**config.mk**
```make
export PLATFORM = sky130hd
export DESIGN_NAME = chunked_addsub_flat
export DESIGN_NICKNAME = d
export VERILOG_FILES = /design/src/rtl/chunked_addsub_if.sv /design/src/rtl/chunked_addsub.sv /design/src/flat_wrapper.sv
export SDC_FILE = /design/constraint.sdc
export NUM_CORES = 1
export LEC_CHECK = 0
export ABC_CLOCK_PERIOD_IN_PS = 3500
export CAP_MARGIN = 15
export CORE_UTILIZATION = 52
export DETAILED_ROUTE_END_ITERATION = 10
export PLACE_DENSITY = 0.91
export SETUP_SLACK_MARGIN = 0.2
export SYNTH_ARGS = -nofsm -noshare
export SYNTH_HDL_FRONTEND = slang
export SYNTH_SLANG_ARGS = --single-unit
```
**constraint.sdc**
```tcl
create_clock -name clk -period 3.5 [get_ports clk]
set_input_delay 0.875 -clock clk [delete_from_list [all_inputs] [get_ports clk]]
set_output_delay 0.875 -clock clk [all_outputs]
set_load 0.005 [all_outputs]
```
**src/rtl/chunked_addsub_if.sv**
```systemverilog
// Operand/result bus for chunked_addsub: valid/ready operand side and valid/ready result side.
interface chunked_addsub_if #(
    parameter int unsigned WIDTH = 64
);
    logic             in_valid;
    logic             in_ready;
    logic [WIDTH-1:0] A;
    logic [WIDTH-1:0] B;
    logic             c_in;
    logic             sub;
    logic             out_valid;
    logic             out_ready;
    logic [WIDTH-1:0] sum;
    logic             c_out;
    logic             overflow;

    modport master (
        output in_valid, A, B, c_in, sub, out_ready,
        input  in_ready, out_valid, sum, c_out, overflow
    );

    modport slave (
        input  in_valid, A, B, c_in, sub, out_ready,
        output in_ready, out_valid, sum, c_out, overflow
    );
endinterface

```
**src/rtl/chunked_addsub.sv**
```systemverilog
// Multi-cycle adder/subtractor: CHUNK bits per cycle, LSB first, carry held in a register between chunks.
module chunked_addsub #(
    parameter int unsigned WIDTH = 64,
    parameter int unsigned CHUNK = 16
) (
    input logic              clk,
    input logic              rst_n,
    chunked_addsub_if.slave  bus
);
    localparam int unsigned NCHUNK = WIDTH / CHUNK;
    localparam int unsigned CW     = (NCHUNK > 1) ? $clog2(NCHUNK) : 1;

    if ((WIDTH % CHUNK) != 0) begin : g_bad_chunk
        $error("chunked_addsub: WIDTH must be a multiple of CHUNK");
    end

    typedef enum logic [1:0] {S_IDLE, S_RUN, S_DONE} state_t;

    state_t           state_q, state_d;
    logic [CW-1:0]    cnt_q, cnt_d;
    logic             carry_q, carry_d;
    logic [WIDTH-1:0] part_q, part_d;
    logic [WIDTH-1:0] a_q, a_d;
    logic [WIDTH-1:0] b_q, b_d;
    logic             a_msb_q, a_msb_d;
    logic             b_msb_q, b_msb_d;
    logic [WIDTH-1:0] sum_q, sum_d;
    logic             c_out_q, c_out_d;
    logic             ovf_q, ovf_d;

    logic [CHUNK:0]   chunk_res;
    logic [WIDTH-1:0] part_next;

    // Operands shift right one chunk per cycle; results enter at the top and drift down to their final place.
    assign chunk_res = {1'b0, a_q[CHUNK-1:0]} + {1'b0, b_q[CHUNK-1:0]} + (CHUNK+1)'(carry_q);
    assign part_next = (part_q >> CHUNK) | (WIDTH'(chunk_res[CHUNK-1:0]) << (WIDTH - CHUNK));

    always_comb begin
        state_d = state_q;
        cnt_d   = cnt_q;
        carry_d = carry_q;
        part_d  = part_q;
        a_d     = a_q;
        b_d     = b_q;
        a_msb_d = a_msb_q;
        b_msb_d = b_msb_q;
        sum_d   = sum_q;
        c_out_d = c_out_q;
        ovf_d   = ovf_q;

        unique case (state_q)
            S_IDLE: begin
                if (bus.in_valid) begin
                    a_d     = bus.A;
                    b_d     = bus.sub ? ~bus.B : bus.B;
                    carry_d = bus.c_in ^ bus.sub;
                    a_msb_d = bus.A[WIDTH-1];
                    b_msb_d = bus.sub ? ~bus.B[WIDTH-1] : bus.B[WIDTH-1];
                    cnt_d   = '0;
                    state_d = S_RUN;
                end
            end
            S_RUN: begin
                a_d     = a_q >> CHUNK;
                b_d     = b_q >> CHUNK;
                part_d  = part_next;
                carry_d = chunk_res[CHUNK];
                cnt_d   = cnt_q + CW'(1);
                if (cnt_q == CW'(NCHUNK - 1)) begin
                    sum_d   = part_next;
                    c_out_d = chunk_res[CHUNK];
                    ovf_d   = (a_msb_q == b_msb_q) && (part_next[WIDTH-1] != a_msb_q);
                    state_d = S_DONE;
                end
            end
            S_DONE: begin
                if (bus.out_ready) begin
                    state_d = S_IDLE;
                end
            end
            default: state_d = S_IDLE;
        endcase
    end

    always_ff @(posedge clk) begin
        if (!rst_n) begin
            state_q <= S_IDLE;
            cnt_q   <= '0;
            carry_q <= 1'b0;
            part_q  <= '0;
            a_q     <= '0;
            b_q     <= '0;
            a_msb_q <= 1'b0;
            b_msb_q <= 1'b0;
            sum_q   <= '0;
            c_out_q <= 1'b0;
            ovf_q   <= 1'b0;
        end else begin
            state_q <= state_d;
            cnt_q   <= cnt_d;
            carry_q <= carry_d;
            part_q  <= part_d;
            a_q     <= a_d;
            b_q     <= b_d;
            a_msb_q <= a_msb_d;
            b_msb_q <= b_msb_d;
            sum_q   <= sum_d;
            c_out_q <= c_out_d;
            ovf_q   <= ovf_d;
        end
    end

    assign bus.in_ready  = (state_q == S_IDLE) && rst_n;
    assign bus.out_valid = (state_q == S_DONE);
    assign bus.sum       = sum_q;
    assign bus.c_out     = c_out_q;
    assign bus.overflow  = ovf_q;
endmodule

```
**src/flat_wrapper.sv**
```systemverilog
// flat-port wrapper written by rule: the top's interface ports become plain ports
module chunked_addsub_flat 
#(
    parameter int unsigned WIDTH = 64,
    parameter int unsigned CHUNK = 16
)
  (clk, rst_n, bus_in_valid, bus_A, bus_B, bus_c_in, bus_sub, bus_out_ready, bus_in_ready, bus_out_valid, bus_sum, bus_c_out, bus_overflow);
  chunked_addsub_if #(.WIDTH(WIDTH)) bus_i ();
  input logic clk;
  input logic rst_n;
  input wire logic [$bits(bus_i.in_valid)-1:0] bus_in_valid;
  input wire logic [$bits(bus_i.A)-1:0] bus_A;
  input wire logic [$bits(bus_i.B)-1:0] bus_B;
  input wire logic [$bits(bus_i.c_in)-1:0] bus_c_in;
  input wire logic [$bits(bus_i.sub)-1:0] bus_sub;
  input wire logic [$bits(bus_i.out_ready)-1:0] bus_out_ready;
  output wire logic [$bits(bus_i.in_ready)-1:0] bus_in_ready;
  output wire logic [$bits(bus_i.out_valid)-1:0] bus_out_valid;
  output wire logic [$bits(bus_i.sum)-1:0] bus_sum;
  output wire logic [$bits(bus_i.c_out)-1:0] bus_c_out;
  output wire logic [$bits(bus_i.overflow)-1:0] bus_overflow;
  assign bus_i.in_valid = bus_in_valid;
  assign bus_i.A = bus_A;
  assign bus_i.B = bus_B;
  assign bus_i.c_in = bus_c_in;
  assign bus_i.sub = bus_sub;
  assign bus_i.out_ready = bus_out_ready;
  assign bus_in_ready = bus_i.in_ready;
  assign bus_out_valid = bus_i.out_valid;
  assign bus_sum = bus_i.sum;
  assign bus_c_out = bus_i.c_out;
  assign bus_overflow = bus_i.overflow;
  chunked_addsub #(.WIDTH(WIDTH), .CHUNK(CHUNK)) u_core (.clk(clk), .rst_n(rst_n), .bus(bus_i));
endmodule
```
# --- After elaboration in Yosys (flattened, before gate mapping) ---
# Index checks and enable logic that the tools add are counted.
classes:
  bitwise_logic: 4
  n_addsub: 3
  muxes: 14
  eq_ne: 8
  reduce_logical: 8
op_table:
  columns: ["op", "n"]
  rows:
  - ["64-bit case mux with 2 select lines", 2]
  - ["64-bit 2-to-1 mux", 3]
  - ["64-bit NOT", 1]
  - ["48-bit by 64-bit OR with 64-bit output", 1]
  - ["16-bit by 16-bit adder with 17-bit output", 1]
  - ["17-bit by 1-bit adder with 17-bit output", 1]
  - ["2-bit 2-to-1 mux", 4]
  - ["2-bit case mux with 3 select lines", 1]
  - ["2-bit AND reduction", 3]
  - ["2-bit == test, second input constant", 2]
  - ["2-bit != test, second input constant", 2]
  - ["2-bit case mux with 2 select lines", 1]
  - ["3-bit AND reduction", 1]
  - ["2-bit by 1-bit adder with 2-bit output, second input constant", 1]
  - ["2-bit by 1-bit == test with 1-bit output, second input constant", 1]
  - ["1-bit logical AND", 2]
  - ["2-bit zero test", 1]
  - ["1-bit 2-to-1 mux", 2]
  - ["2-bit by 1-bit != test with 1-bit output, second input constant", 1]
  - ["1-bit case mux with 2 select lines", 1]
  - ["2-bit nonzero test", 1]
  - ["1-bit == test", 1]
  - ["1-bit != test", 1]
  - ["1-bit NOT", 1]
  - ["1-bit XOR", 1]
word_totals:
  register_bits: 265
  wordCells: 48

# --- Depth between registers and ports, before layout ---
logic_depth:
  word_depth: 5
  mapped_depth: 8
  mapped_depth_nobuf: 8

# --- Least setup slack after synthesis ---
# No wires, ideal clock.
synth_timing:
  path_kind: "flip-flop to flip-flop"
  from: "register u_core.b_q[0]"
  to: "register u_core.part_q[58]"
  setup_time_ns: 0.132
  t_arrival_ns: 2.327
  stages_incl_launch_ff: 9
  slack_ns: 1.040
  synth_period_minus_slack_ns: 2.460
  t_required_ns: 3.368
  n_path_buf: 0
  cell_sequence: "dfxtp_1 fa_1 fa_1 a211oi_1 o21ai_0 a31oi_1 a22oi_1 xnor2_1 a21oi_1"
synth_via:
  elab_chain_len: 3
synth_rtl:
  columns: ["element", "line_no", "source"]
  rows:
  - ["from (decl)", "chunked_addsub.sv:24", "logic [WIDTH-1:0] b_q, b_d;"]
  - ["from (signal assigned)", "chunked_addsub.sv:92", "b_q <= '0;"]
  - ["from (signal assigned)", "chunked_addsub.sv:104", "b_q <= b_d;"]
  - ["16-bit by 16-bit adder with 17-bit output", "chunked_addsub.sv:35", "assign chunk_res = {1'b0, a_q[CHUNK-1:0]} + {1'b0, b_q[CHUNK-1:0]} + (CHUNK+1)'(carry_q);"]
  - ["17-bit by 1-bit adder with 17-bit output", "chunked_addsub.sv:35", null]
  - ["48-bit by 64-bit OR with 64-bit output", "chunked_addsub.sv:36", "assign part_next = (part_q >> CHUNK) | (WIDTH'(chunk_res[CHUNK-1:0]) << (WIDTH - CHUNK));"]
  - ["to (signal assigned)", "chunked_addsub.sv:102", "part_q <= part_d;"]
  - ["to (decl)", "chunked_addsub.sv:22", "logic [WIDTH-1:0] part_q, part_d;"]
# Every way passes these cells.
# A chain may end at the register's enable or synchronous reset.

# --- Worst setup path in the final report ---
layout_timing:
  from: "input port rst_n"
  to: "output port bus_in_ready"
layout_via:
  elab_chain_len: 1
layout_rtl:
  columns: ["element", "line_no", "source"]
  rows:
  - ["from (decl)", "flat_wrapper.sv:10", "input logic rst_n;"]
  - ["1-bit logical AND", "chunked_addsub.sv:113", "assign bus.in_ready = (state_q == S_IDLE) && rst_n;"]
  - ["to (decl)", "flat_wrapper.sv:17", "output wire logic [$bits(bus_i.in_ready)-1:0] bus_in_ready;"]
# Every way passes these cells.

==> flow_summary.yaml <==
run:
  drv_cap: 0
run_status:
  status: "completed"
timing:
  fin_crit_sh_pct: 91.8
  rsz0062_at_grt: "false"
  tightest_slew_ns: 0.989
  whs_ns: 0.452
  slew_viol_final: 0
  skew_ns: 0.0196
  setup_violations: 0
  clock.fmax_mhz: 311
  finalHoldViolations: 0
  tns_ns: 0
  relSlewSlack_pct: 34.1
  fin_crit_ns: 3.21
min_path:
  min_path_type: "reg -> reg"
layout:
  multi_input_area_um2: 5190
  regArea_um2: 4980
  layout_commonest_cell: "nand2_1"
  final_cell_mix: "nand2_1, dfxtp_1, clkdlybuf4s50_1"
  fill_cells: 1489
  finalNetCount: 1614
  post-route-util_pct: 68.5
  area_growth_pct: 27.5
  drive_gt1_share_pct: 4.47
  antenna_cells: 0
logic_synthesis:
  synth_warnings: 0
  synth_cell_types: 47
  synthesis.nets: 1483
  ys_seq_area_share_pct: 47.1
  avgSynthCellArea_um2: 7.96
  synth.top_cell.area_share_pct: 47.1
  synth_area_um2: 10600
  syn-instance-count: 1331
  ys_seq_elements: 249
  synth_area_leaders: "dfxtp_1, nand2_1, a21oi_1, nor2_1, xnor2_1"
  synth_top_area_cell: "dfxtp_1"
routing:
  first_pass_iters: 6
  drt_iter0_drc: 792
  drc_errors: 0
  wl_mm: 28.5
  wl_per_cell_um: 16.4
  antenna_left: 0
  routed_via_density: 5.72
  num_vias: 9958
worst_setup_path:
  worstSetupPathType: "in -> out"
  endpoint_kind: "output port"
  critical_path_required_ns: 2.62
  crit_arrival_ns: 2.34
  critical_path_peak_fanout: 2
  startpoint_type: "input pin"
clock_tree:
  cts_buffers: 26
  cts_tree: "yes"
  cts.sinks: 249
  cts_buffer_depth: 3
  cts-root-buf: "clkbuf_16"
  clk_pin_slew_ns: 0.06
  htree_levels: 1
  clk_latency_ns: 0.53
die:
  die_area_um2: 20900
  die_h_um: 145
  row_count: 51
  io_pins: 202
  start_util_pct: 53.7
  die_w_um: 145
  core_um2: 19700
placed_design:
  io_buffers: 201
  place_congestion: 0.870
  dp_hpwl_mm: 19.4
global_route:
  track_usage_pct: 27.0
  grt_pass1_vias: 9123
  gr-total-overflow: 0
  antenna_found_initial: 0
  grt_pass1_wl_mm: 45.0
  grt_start_max_net_pins: 236
pwr:
  max-vdd-ir-drop_mv: 0.340
  p_leak_nw: 4.83
  total_power_mw: 6.63
  power.density_nw_per_um2: 491
[repair_timing]
item                                    CTS  global route
endpoints found under the setup margin    1             0
hold buffers                              0             0
setup buffers                             0             0
gates resized for setup                   1             0
[registers in the layout, indices dropped and copies added (netlist names)]
signal	flops
u_core.a_msb_q	1
u_core.a_q	64
u_core.b_msb_q	1
u_core.b_q	64
u_core.bus.c_out	1
u_core.bus.overflow	1
u_core.bus.sum	64
u_core.carry_q	1
u_core.cnt_q	2
u_core.part_q	48
u_core.state_q	2
[logic make-up (layout without fill, tap and decap cells)]
group	after synthesis	after routing	synth area share, %
AND/OR/NAND/NOR	574	574	21.4
AO/OA/AOI/OAI	297	297	18.7
flip-flops	249	249	47.1
buffers and inverters	118	263	4.25
XOR/XNOR	73	73	6.04
adder cells (fa/ha/maj)	18	18	2.27
multiplexers	2	2	0.236
[area by class of cell]
cell class,count,area share [%]
Clock buffer,39,5.48
Clock inverter,3,0.408
Inverter,5,0.176
Multi-Input combinational cell,964,38.5
Sequential cell,249,36.9
Tap cell,265,2.46
Timing Repair Buffer,216,16.1
[through the flow]
step                instance area [µm²]  cells  setup WS [ns]
finish                            13500   1741          0.288
detailed placement                12700   1699          0.143
floorplan                         10600   1331           1.04
CTS                               13500   1741          0.291
global placement                  12700   1698          0.194
global route                      13500   1741          0.265
[cells in the mapped netlist (all sizes together)]
master and count:
fa 2, mux2 1, nor4 1, nor3 6, a22oi 3, o221a 1, xnor2 56, ha 16
a31oi 3, nand4b 2, nor2b 3, o221ai 2, o31ai 3, o21ai 18, nand3b 1, a221o 1
o211ai 2, nand2b 4, inv 5, a21oi 145, a221oi 48, nand3 39, a311oi 50, nand2 340
and2 2, o311ai 4, or3 3, dfxtp 249, xor2 17, nand4 5, buf 14, o21a 1
a32oi 1, a21boi 1, a31o 1, mux2i 1, nor2 168, clkbuf 99, a21o 5, a211oi 8
[critical path, stage by stage]
cell and delay (ns):
clkdlybuf4s50_1 0.64, inv_6 0.05, nor3_2 0.21, clkdlybuf4s50_1 0.55
[worst paths after layout]
check,start,to,slack [ns],cells past startpoint
worst min register to register,u_core.bus.sum[59]$_SDFFE_PN0P_,u_core.bus.sum[59]$_SDFFE_PN0P_,0.45,2
worst min-delay path,u_core.bus.sum[59]$_SDFFE_PN0P_,u_core.bus.sum[59]$_SDFFE_PN0P_,0.45,2
worst max-delay path,rst_n,bus_in_ready,0.29,4
worst max register to register,u_core.a_q[0]$_SDFFE_PN0P_,u_core.bus.sum[58]$_SDFFE_PN0P_,0.59,8
[report_power, final]
group / total, mW / internal [mW] / switching [mW]
sequential: 3.10 / 2.99 / 0.115
clock: 2.60 / 1.52 / 1.08
combinational: 0.926 / 0.410 / 0.516
[metal layers]
metal,GRT usage (%),part of all wire (%),wire length (µm)
met3,4.97,6.6,1890
met2,45.7,48,13700
met1,33.7,41,11700
met5,0,0,0
met4,11.6,4.4,1250
Power figures use the tool's default switching activity.
